**config.mk**
```make
export PLATFORM = sky130hd
export DESIGN_NAME = key_event_unit
export DESIGN_NICKNAME = d
export VERILOG_FILES = /design/src/rtl/key_event_unit.sv
export SDC_FILE = /design/constraint.sdc
export NUM_CORES = 1
export LEC_CHECK = 0
export BUFFER_PORTS_ARGS = -buffer_cell sky130_fd_sc_hd__buf_2
export CORE_MARGIN = 4
export CORE_UTILIZATION = 35
export CTS_CLUSTER_DIAMETER = 150
export CTS_CLUSTER_SIZE = 12
export DETAILED_ROUTE_END_ITERATION = 7
export GPL_ROUTABILITY_DRIVEN = 0
export PLACE_DENSITY = 0.53
export SETUP_SLACK_MARGIN = 0.4
export SLEW_MARGIN = 15
export SYNTH_ARGS = -nofsm -noshare
export SYNTH_HDL_FRONTEND = slang
export SYNTH_SLANG_ARGS = --single-unit
```
**constraint.sdc**
```tcl
create_clock -name clk -period 2.9 [get_ports clk]
set_clock_uncertainty 0.2 [all_clocks]
set_input_delay 0.29 -clock clk [delete_from_list [all_inputs] [get_ports clk]]
set_output_delay 0.29 -clock clk [all_outputs]
set_load 0.05 [all_outputs]
```
**src/rtl/key_event_unit.sv**
```systemverilog
// Keypad front end: synchronise and debounce raw buttons, turn debounced edges
// into {rel, code} events, and queue them in a small FIFO read one byte at a time.
module key_event_unit #(
    parameter int unsigned NUM_KEYS       = 4,
    parameter int unsigned TICK_DIV       = 50000,
    parameter int unsigned STABLE_SAMPLES = 8,
    parameter int unsigned FIFO_DEPTH     = 4
) (
    input  logic                clk,
    input  logic                rst,
    input  logic [NUM_KEYS-1:0] keys_raw,
    input  logic                ctrl_we,
    input  logic [7:0]          ctrl_din,
    input  logic                pop,
    output logic [7:0]          key_read,
    output logic                key_int,
    output logic [NUM_KEYS-1:0] key_state
);

    localparam int unsigned   TW        = (TICK_DIV > 1) ? $clog2(TICK_DIV) : 1;
    localparam int unsigned   AW        = (FIFO_DEPTH > 1) ? $clog2(FIFO_DEPTH) : 1;
    localparam logic [TW-1:0] TICK_LAST = TW'(TICK_DIV - 1);
    localparam logic [7:0]    CNT_LAST  = 8'(STABLE_SAMPLES - 1);
    localparam logic [AW:0]   FULL_CNT  = (AW+1)'(FIFO_DEPTH);

    logic [2:0]          r_ctrl;
    logic [NUM_KEYS-1:0] r_sync1, r_sync2;
    logic [TW-1:0]       r_tick_cnt;
    logic [7:0]          r_db_cnt [NUM_KEYS];
    logic [NUM_KEYS-1:0] r_stable;
    logic [NUM_KEYS-1:0] r_pend, r_pend_rel;
    logic [3:0]          r_mem [FIFO_DEPTH];
    logic [AW-1:0]       r_wr_ptr, r_rd_ptr;
    logic [AW:0]         r_count;
    logic                r_ovf;
    logic                r_int;

    logic                w_tick;
    logic [NUM_KEYS-1:0] w_toggle;
    logic [NUM_KEYS-1:0] w_pend_nxt, w_rel_nxt;
    logic                w_found;
    logic                w_push_req;
    logic [2:0]          w_push_code;
    logic                w_push_rel;
    logic                w_clear, w_disable;
    logic                w_empty, w_full;
    logic                w_pop_ok, w_push_ok, w_drop;
    logic [3:0]          w_head;
    logic                w_unused_ctrl;

    assign w_clear       = ctrl_we & ctrl_din[7];
    assign w_disable     = ctrl_we & ~ctrl_din[0];
    assign w_unused_ctrl = ^ctrl_din[6:3];
    assign w_tick        = (r_tick_cnt == TICK_LAST);

    always_ff @(posedge clk or posedge rst) begin
        if (rst) begin
            r_ctrl     <= '0;
            r_sync1    <= '0;
            r_sync2    <= '0;
            r_tick_cnt <= '0;
        end else begin
            r_sync1    <= keys_raw;
            r_sync2    <= r_sync1;
            r_tick_cnt <= w_tick ? '0 : r_tick_cnt + TW'(1);
            if (ctrl_we)
                r_ctrl <= ctrl_din[2:0];
        end
    end

    always_ff @(posedge clk or posedge rst) begin
        if (rst) begin
            r_stable <= '0;
            for (int unsigned k = 0; k < NUM_KEYS; k++)
                r_db_cnt[k] <= '0;
        end else if (w_tick) begin
            for (int unsigned k = 0; k < NUM_KEYS; k++) begin
                if (r_sync2[k] == r_stable[k]) begin
                    r_db_cnt[k] <= '0;
                end else if (r_db_cnt[k] == CNT_LAST) begin
                    r_stable[k] <= r_sync2[k];
                    r_db_cnt[k] <= '0;
                end else begin
                    r_db_cnt[k] <= r_db_cnt[k] + 8'd1;
                end
            end
        end
    end

    always_comb begin
        w_toggle = '0;
        for (int unsigned k = 0; k < NUM_KEYS; k++)
            w_toggle[k] = w_tick && (r_sync2[k] != r_stable[k]) && (r_db_cnt[k] == CNT_LAST);
    end

    // Drain the lowest pending key first; a fresh toggle on the same key wins over its drain.
    always_comb begin
        w_pend_nxt  = r_pend;
        w_rel_nxt   = r_pend_rel;
        w_found     = 1'b0;
        w_push_req  = 1'b0;
        w_push_code = '0;
        w_push_rel  = 1'b0;
        for (int unsigned k = 0; k < NUM_KEYS; k++) begin
            if (!w_found && r_pend[k]) begin
                w_found       = 1'b1;
                w_push_req    = 1'b1;
                w_push_code   = 3'(k);
                w_push_rel    = r_pend_rel[k];
                w_pend_nxt[k] = 1'b0;
            end
        end
        for (int unsigned k = 0; k < NUM_KEYS; k++) begin
            if (r_ctrl[0] && w_toggle[k]) begin
                if (!r_stable[k]) begin
                    w_pend_nxt[k] = 1'b1;
                    w_rel_nxt[k]  = 1'b0;
                end else if (r_ctrl[2]) begin
                    w_pend_nxt[k] = 1'b1;
                    w_rel_nxt[k]  = 1'b1;
                end
            end
        end
        if (w_clear || w_disable)
            w_pend_nxt = '0;
    end

    always_ff @(posedge clk or posedge rst) begin
        if (rst) begin
            r_pend     <= '0;
            r_pend_rel <= '0;
        end else begin
            r_pend     <= w_pend_nxt;
            r_pend_rel <= w_rel_nxt;
        end
    end

    assign w_empty   = (r_count == '0);
    assign w_full    = (r_count == FULL_CNT);
    assign w_pop_ok  = pop && !w_empty;
    assign w_push_ok = w_push_req && (!w_full || w_pop_ok);
    assign w_drop    = w_push_req && w_full && !w_pop_ok;

    always_ff @(posedge clk or posedge rst) begin
        if (rst) begin
            r_wr_ptr <= '0;
            r_rd_ptr <= '0;
            r_count  <= '0;
            r_ovf    <= 1'b0;
            r_int    <= 1'b0;
            for (int unsigned i = 0; i < FIFO_DEPTH; i++)
                r_mem[i] <= '0;
        end else if (w_clear) begin
            r_wr_ptr <= '0;
            r_rd_ptr <= '0;
            r_count  <= '0;
            r_ovf    <= 1'b0;
            r_int    <= 1'b0;
        end else begin
            r_int <= w_push_ok && r_ctrl[1];
            if (w_push_ok) begin
                r_mem[r_wr_ptr] <= {w_push_rel, w_push_code};
                r_wr_ptr        <= r_wr_ptr + AW'(1);
            end
            if (w_pop_ok)
                r_rd_ptr <= r_rd_ptr + AW'(1);
            if (w_push_ok && !w_pop_ok)
                r_count <= r_count + (AW+1)'(1);
            else if (!w_push_ok && w_pop_ok)
                r_count <= r_count - (AW+1)'(1);
            if (w_drop)
                r_ovf <= 1'b1;
        end
    end

    assign w_head    = r_mem[r_rd_ptr];
    assign key_read  = {!w_empty, r_ovf, w_empty ? 1'b0 : w_head[3], 2'b00,
                        w_empty ? 3'b000 : w_head[2:0]};
    assign key_int   = r_int;
    assign key_state = r_stable;

endmodule

```
**Yosys cells after proc, flatten, opt, wreduce, memory -nomap -nowiden**

Index checks and enable logic that the tools add are counted.

- Register bits after elaboration: 96
- Bits in latches: 0
- RAM bits: 0
- Memory bits (read-only): 0
- Input bits: 16
- Output and inout port bits: 13
- Logic and storage cells: 171
- Memories: 0

- Add/subtract/negate cells: 9
- $mul: 0
- Divide/modulo/power cells: 0
- $lt $le $gt $ge: 3
- Equal/unequal tests: 18
- Shift operators: 0
- Multiplexer cells: 59
- Bitwise gates (word level): 10
- Reductions and logical operators: 46

Operators by type and width:

| operator | number |
|---|---|
| two-way mux 8 bit | 8 |
| two-way mux 1 bit | 33 |
| adder 8 x 1 -> 8 bit (second input constant) | 4 |
| == test 8 x 3 -> 1 bit (second input constant) | 4 |
| logical AND 1 bit | 23 |
| two-way mux 3 bit | 6 |
| adder 16 x 1 -> 16 bit (second input constant) | 1 |
| bitwise mux 16 bit | 1 |
| == test 16 bit (second input constant) | 1 |
| two-way mux 16 bit | 1 |
| two-way mux 4 bit | 4 |
| AND reduction 3 bit | 4 |
| AND reduction 2 bit | 5 |
| binary-select mux 4 bit (select 2 bit) | 1 |
| demux 4 bit (select 2 bit) | 1 |
| two-way mux 2 bit | 4 |
| inequality test 2 bit (second input constant) | 4 |
| logical NOT 1 bit | 7 |
| >= comparator 3 bit (second input constant) | 2 |
| inverter 1 bit | 6 |
| inverter 2 -> 3 bit | 2 |
| nonzero test 2 bit | 3 |
| adder 2 x 1 -> 2 bit (second input constant) | 2 |
| == test 1 bit | 4 |
| other kinds (9) | 14 |

**Longest topological paths before layout**

Gate-level depths: netlist (run 1).

- Depth after elaboration: 16
- Depth in mapped cells: 8
- Mapped depth without buffers: 7

**Worst setup path after synthesis (run 1)**

Ideal clock, no wire load.

- Path type: register to register
- Start point: register r_count[0]
- End point: register r_count[2]
- Setup time: 0.138 ns
- Data arrival time: 2.402 ns
- Required time: 2.562 ns
- Setup slack: 0.160 ns
- Cell stages (with the launch flop): 9
- Buffers on the path: 1
- Clock period less this slack: 2.740 ns
- Cells stage by stage: dfrtp_1 or3_1 clkbuf_1 nand2_1 and2_1 fa_1 or3_1 a31oi_1 a21oi_1

- Word-level cells in the longest chain between the ends: 8
- Elaborated cells between the ends (all ways): 17
- Those cells by class: 2 x add/sub; 1 x eq/ne; 3 x mux; 11 x reduce/logical

Ends and longest elaborated chain:

| element | line | RTL |
|---|---|---|
| start: declaration | 34 | `logic [AW:0] r_count;` |
| start signal: assignment | 168 | `r_count <= r_count + (AW+1)'(1);` |
| start signal: assignment | 170 | `r_count <= r_count - (AW+1)'(1);` |
| logical NOT 3 bit (*) | 138 | `assign w_empty = (r_count == '0);` |
| logical NOT 1 bit (*) | - |  |
| named net key_read[7] | 15 | `output logic [7:0] key_read,` |
| logical AND 1 bit (*) | 140 | `assign w_pop_ok = pop && !w_empty;` |
| logical OR 1 bit | 141 | `assign w_push_ok = w_push_req && (!w_full \|\| w_pop_ok);` |
| logical AND 1 bit | 141 |  |
| logical AND 1 bit or logical NOT 1 bit (tied branches) | 167, 169 |  |
| two-way mux 3 bit or logical AND 1 bit (tied branches) | 167, 169 |  |
| two-way mux 3 bit or nonzero test 3 bit (tied branches) | - |  |

Mark *: on every way through the listed nets, which the timed path passes. The rest lies on a longest branch. The select of a mux whose other input is x is not followed.
A chain may end at the register's enable or synchronous reset.

**Worst setup path in the final report (run 1)**

- Start point: register r_count[0]
- End point: register r_count[2]

- Word-level cells in the longest chain between the ends: 8
- Elaborated cells between the ends (all ways): 17
- Those cells by class: 2 x add/sub; 1 x eq/ne; 3 x mux; 11 x reduce/logical

Ends and longest elaborated chain:

| element |
|---|
| parallel branches: the longest is 8 deep, another holds subtractor 3 x 1 -> 3 bit |

Parallel ways; which one is timed is not known. The select of a mux whose other input is x is not followed.

==> results of run 1 <==
==> area by class of cell <==
class                      count  area (µm²)  share of cell area
inverter                      15        60.1              0.0109
timing repair buffer          43         303              0.0550
multi-input combinational    337        2290               0.416
tap                          176         220              0.0400
clock inverter                 6        87.6              0.0159
sequential                    92        2310               0.419
clock buffer                  10         239              0.0434
==> kinds of logic (layout without fill, tap and decap cells) <==
| kind of cell | Yosys count | after routing | synth area share |
|---|---|---|---|
| simple gates | 186 | 186 | 0.220 |
| compound gates | 95 | 95 | 0.130 |
| flops | 92 | 92 | 0.489 |
| buf+inv | 39 | 74 | 0.0359 |
| xor+xnor | 26 | 26 | 0.0483 |
| mux | 17 | 17 | 0.0478 |
| fa+ha+maj | 10 | 10 | 0.0282 |
| other cells | 1 | 3 | 0.000796 |
==> metrics by stage <==
| stage | setup slack, ns | cell area [µm²] |
|---|---|---|
| detailed placement | 0.437 | 5020 |
| floorplan | 0.370 | 4740 |
| global route | 0.379 | 5510 |
| global placement | 0.479 | 5020 |
| finish | 0.488 | 5510 |
| CTS | 0.414 | 5430 |
==> metal layers <==
metal  vias up  GRT usage  share of wire
li1       1754          -              -
met2        40      0.216           0.49
met3         9     0.0427          0.034
met5         -          0              0
met4         0     0.0404          0.011
met1      1745      0.179           0.47
==> repair_timing <==
item,in CTS,in global routing
endpoints found under the hold margin,99,0
setup endpoints to repair,0,1
gates resized for setup,0,10
buffers inserted,0,6
hold buffers,8,0
==> where the power goes <==
part	total (mW)	internal (mW)	switching (mW)
logic	0.443	0.190	0.254
registers	1.42	1.34	0.0767
clock network	1.28	0.778	0.501
==> flip-flops by register name, indices dropped and copies added (netlist names), 2 cells and up <==
name and flops:
key_state 4, r_count 3, r_ctrl 3, r_db_cnt 32
r_mem 12, r_pend 4, r_pend_rel 4, r_rd_ptr 2
r_sync1 4, r_sync2 4, r_tick_cnt 16, r_wr_ptr 2
==> path summary, 6_finish.rpt <==
check	endpoint	slack, ns	startpoint	depth (start not counted)
worst max-delay path	r_count[2]	0.49	r_count[0]	7
worst min-delay path	r_ctrl[2]	0.01	ctrl_we	2
worst max register to register	r_count[2]	0.49	r_count[0]	7
worst min register to register	r_sync2[2]	0.15	r_sync1[2]	0
max in group asynchronous	r_pend[1]	1.68	rst	4
min in group asynchronous	r_db_cnt[3]	0.43	rst	4
==> synthesized netlist by cell type (all sizes together), types with 6 or more instances <==
cell type | instances | area (µm²)
dfrtp | 92 | 2300
nand2 | 42 | 158
nor2 | 30 | 113
o21ai | 29 | 145
nand3 | 26 | 130
a21oi | 25 | 125
inv | 15 | 56.3
xnor2 | 15 | 131
clkbuf | 14 | 52.6
mux2 | 14 | 158
nand4 | 14 | 87.6
o31ai | 12 | 100
and2 | 11 | 68.8
and3 | 11 | 68.8
xor2 | 11 | 96.3
buf | 10 | 60.1
nor3 | 10 | 60.1
ha | 9 | 113
or3 | 7 | 48.8
nor4 | 6 | 52.6
or4 | 6 | 45.0
==> impl_metrics.tcl, run 1 <==
set metrics [dict create \
    worst_slew_pin_slew_ns 0.633 \
    final_common_cell "dfrtp_1" \
    numCtsBuffers 9 \
    leakage_nw 2.43 \
    crit_path_max_incr_delay_ns 0.46 \
    path_cells "nor4b_4, nor2_2, and2_1, fa_2, or3_4, a31oi_4, a21oi_1" \
    grt_usage 0.136 \
    clockBufferDepth 2 \
    die-area_um2 15400 \
    place_hpwl_um 6610 \
    fill_cells 1295 \
    vias 3548 \
    io-pin-count 29 \
    cts_root_buffer "clkbuf_16" \
    htree_levels 3 \
    timing.hold.ws_ns 0.0120 \
    yosys_warnings 0 \
    crit_fanout 6 \
    synth_edf_count 0 \
    antenna_found_initial 0 \
    clk_latency_ns 0.35 \
    synth_flop_cell "dfrtp_1" \
    power_density_nw_per_um2 569 \
    via_per_inst 5.23 \
    critical_path.n_buffers_inverters 0 \
    cap_violations 0 \
    grt_start_max_net_pins 93 \
    cp-start-kind "flop" \
    min_period_ns 2.41 \
    diodes 0 \
    finalHoldViolations 0 \
    relSlewSlack 0.574 \
    grt_pass1_vias 3402 \
    drt_iter0_drc 281 \
    power_mw 3.14 \
    grt_first_pass_wirelength_um 16500 \
    drc 0 \
    synth_seq_cells 92 \
    core_region_area_um2 13200 \
    cts_sinks 92 \
    fp.dieW_um 124 \
    fmax_ghz 0.415 \
    tns_ns 0 \
    outcome "completed" \
    mostFrequentLayoutCells "87 x dfrtp_1, 42 x nand2_1, 29 x nor2_1, 29 x o21ai_0, 26 x nand3_1" \
    wl_per_cell_um 14.2 \
    port_buffers 21 \
    async_reset_ff_frac 1.00 \
    syn_to_final_growth_pct 17.0 \
    utilization 0.418 \
    crit_type "flop to flop" \
    num_rows 42 \
    path_clk_slew_ns 0.07 \
    rsz0062_at_grt "no" \
    finalSetupViolCount 0 \
    critPathTopFamily "simple AND/OR/NAND/NOR gates" \
    ir_worst_vdd_v 0.000426 \
    slowest_stage "dfrtp_2" \
    required_ns 2.92 \
    arrival_ns 2.43 \
    dr.pass1.iters 4 \
    syn_inst 466 \
    drtAntennaViolNets 0 \
    die_h_um 124 \
    hold_class "primary input to flop" \
    placed_cells 649 \
    start_util 0.357 \
    synth_area_per_cell_um2 10.1 \
    layout-drive-gt1-share 0.181 \
    synth.distinct_cells 55 \
    finalWirelength_um 9640 \
    synthesis.area_um2 4710 \
    finalCritPeriodShare 0.832 \
    ys_seq_area_frac 0.489 \
    slew_viol_final 0 \
    critPathCaptureType "flop" \
    cts_tree "built" \
    grt_overflow 0 \
    final_nets 524 \
    fin_cells 679 \
]
No activity file was read; power rests on OpenSTA's default activity.
==> run 2, diff against run 1 <==
clock period = 2.1 ns   (was 2.9 ns; I/O delays follow)
==> run 2 against run 1 <==
The run now ends with negative setup slack left. Critical path type unchanged. Via count up 9.9%. Worst hold slack better by 0.025 ns. Largest cell class is now multi-input gates. Clock power up 20%. Register-to-register slack lost 0.57 ns. Setup slack lost 0.57 ns. Wire length is 21% higher. Global-route usage up 2.8 points.
==> impl_metrics.tcl, run 2 (same netlist as run 1, synthesis figures left out) <==
set metrics [dict create \
    crit_path_max_incr_delay_ns 0.42 \
    diodes 0 \
    largest_reg_flops 32 \
    final_nets 602 \
    clockBufferDepth 2 \
    arrival_ns 2.25 \
    finalSetupViolCount 6 \
    cp-start-kind "flop" \
    core_region_area_um2 13200 \
    hold_class "primary input to flop" \
    violations "negative setup slack" \
    internal_power_mw 3.14 \
    finalWirelength_um 11700 \
    path_clk_slew_ns 0.06 \
    power_density_nw_per_um2 637 \
    drt_iter0_drc 200 \
    timing.hold.ws_ns 0.0375 \
    grt_usage 0.164 \
    crit_fanout 2 \
    port_buffers 21 \
    clockPowerShare 0.355 \
    worst_slew_pin_slew_ns 0.577 \
    die-area_um2 15400 \
    use_met1 0.207 \
    grt_busiest_layer "met2" \
    mostFrequentLayoutCells "84 x dfrtp_1, 62 x buf_4, 28 x nand2_1" \
    relSlewSlack 0.613 \
    min_period_ns 2.18 \
    grt_start_max_net_pins 93 \
    p_switching_mw 1.16 \
    place_hpwl_um 7240 \
    use_met2 0.278 \
    drtAntennaViolNets 0 \
    reg_top3 "r_db_cnt x32, r_tick_cnt x16, r_mem x12" \
    cap_violations 0 \
    via_per_inst 5.15 \
    worstHoldPathCells 2 \
    largest_register "r_db_cnt" \
    outcome "complete, but fails checks" \
    slowest_stage "dfrtp_1" \
    wl_per_cell_um 15.4 \
    cts_tree "built" \
    use_met3 0.0450 \
    required_ns 2.17 \
    comb_power_share 0.197 \
    htree_levels 3 \
    die_h_um 124 \
    antenna_found_initial 0 \
    grt_overflow 0 \
    dr.pass1.iters 4 \
    final_common_cell "dfrtp_1" \
    cts_root_buffer "clkbuf_16" \
    numCtsBuffers 9 \
    layout-drive-gt1-share 0.434 \
    timing.final.ws_setup_ns -0.0791 \
    ir_worst_vdd_v 0.000387 \
    tns_ns -0.308 \
    start_util 0.357 \
    vias 3900 \
    fp.dieW_um 124 \
    r2r_cells 7 \
    syn_to_final_growth_pct 43.4 \
    cts_sinks 92 \
    fill_cells 1175 \
    crit_type "flop to flop" \
    finalCritPeriodShare 1.04 \
    fmax_ghz 0.459 \
    clk_latency_ns 0.34 \
    p_seq_frac 0.448 \
    leakage_nw 2.98 \
    slew_viol_final 0 \
    grt_pass1_vias 3927 \
    rsz0062_at_grt "yes" \
    drc 0 \
    grt_first_pass_wirelength_um 19600 \
    p_sw_frac 0.270 \
    num_rows 42 \
    io-pin-count 29 \
    path_cells "nor4b_4, nor2_2, and2_4, fa_2, or3_4, a21o_1, a21oi_1" \
    finalHoldViolations 0 \
    critPathCaptureType "flop" \
]
run 2: cell count changes in the layout (fill, tap and decap cells not counted), moves of 7 or more:
cell and change:
buf_4 +49, buf_6 +23, o21ai_0 -21, nand2_1 -14, o21ai_2 +14, nor2_1 -10, nand2_2 +9, nor2_4 +7
o31ai_1 -7
run 2: layout make-up:
cell class / count / area (µm²) / area share
clock inverter: 2 / 10.0 / 0.00148
clock buffer: 14 / 264 / 0.0391
inverter: 15 / 60.1 / 0.00889
multi-input combinational: 337 / 2790 / 0.413
timing repair buffer: 121 / 1100 / 0.163
sequential: 92 / 2310 / 0.342
tap: 176 / 220 / 0.0326
run 2: per-layer routing:
metal,vias up,share of wire
met5,-,0
met4,0,0.010
met3,9,0.034
met2,53,0.51
met1,1920,0.44
li1,1918,-
run 2: worst paths after layout:
path                                end  slack [ns]        from
min                           r_ctrl[0]        0.04     ctrl_we
max                          r_count[2]       -0.08  r_count[0]
max reg2reg                  r_count[2]       -0.08  r_count[0]
min reg2reg                  r_sync2[3]        0.15  r_sync1[3]
min in group asynchronous  r_db_cnt[12]        0.34         rst
max in group asynchronous  key_state[1]        0.92         rst
run 2: per-stage QoR:
stage / cell area [µm²] / instances / util / power [mW] / worst slack [ns]
final: 6760 / 757 / 0.512 / 4.30 / -0.0791
after global routing: 6760 / 757 / 0.512 / 4.54 / -0.160
after CTS: 6520 / 748 / 0.494 / 4.32 / -0.0716
after detailed placement: 5380 / 680 / 0.408 / 2.61 / -0.165
after global placement: 5380 / 680 / 0.408 / 2.60 / -0.123
after floorplan: 4910 / 468 / - / 2.43 / -0.423
run 2: critical path, delay by kind of cell, from the launching register on:
| family | cells | cell delay, ns |
|---|---|---|
| fa+ha+maj | 1 | 0.34 |
| simple gates | 4 | 0.86 |
| compound gates | 2 | 0.29 |
| flops | 1 | 0.42 |
run 2: timing repair:
item / CTS / global route
resized for setup: 112 / 37
hold buffers: 9 / 0
buffers inserted: 40 / 9
setup endpoints to repair: 72 / 77
endpoints found under the hold margin: 99 / 0
gates cloned: 3 / 0
pin swaps: 43 / 26
run 2: power by group through the flow:
stage                     combinational, mW  clock [mW]  sequential, mW
after floorplan                       0.493           0            1.93
after global placement                0.651           0            1.95
after detailed placement              0.659           0            1.95
after CTS                             0.811        1.58            1.93
after global routing                  0.931        1.66            1.94
final                                 0.847        1.53            1.93
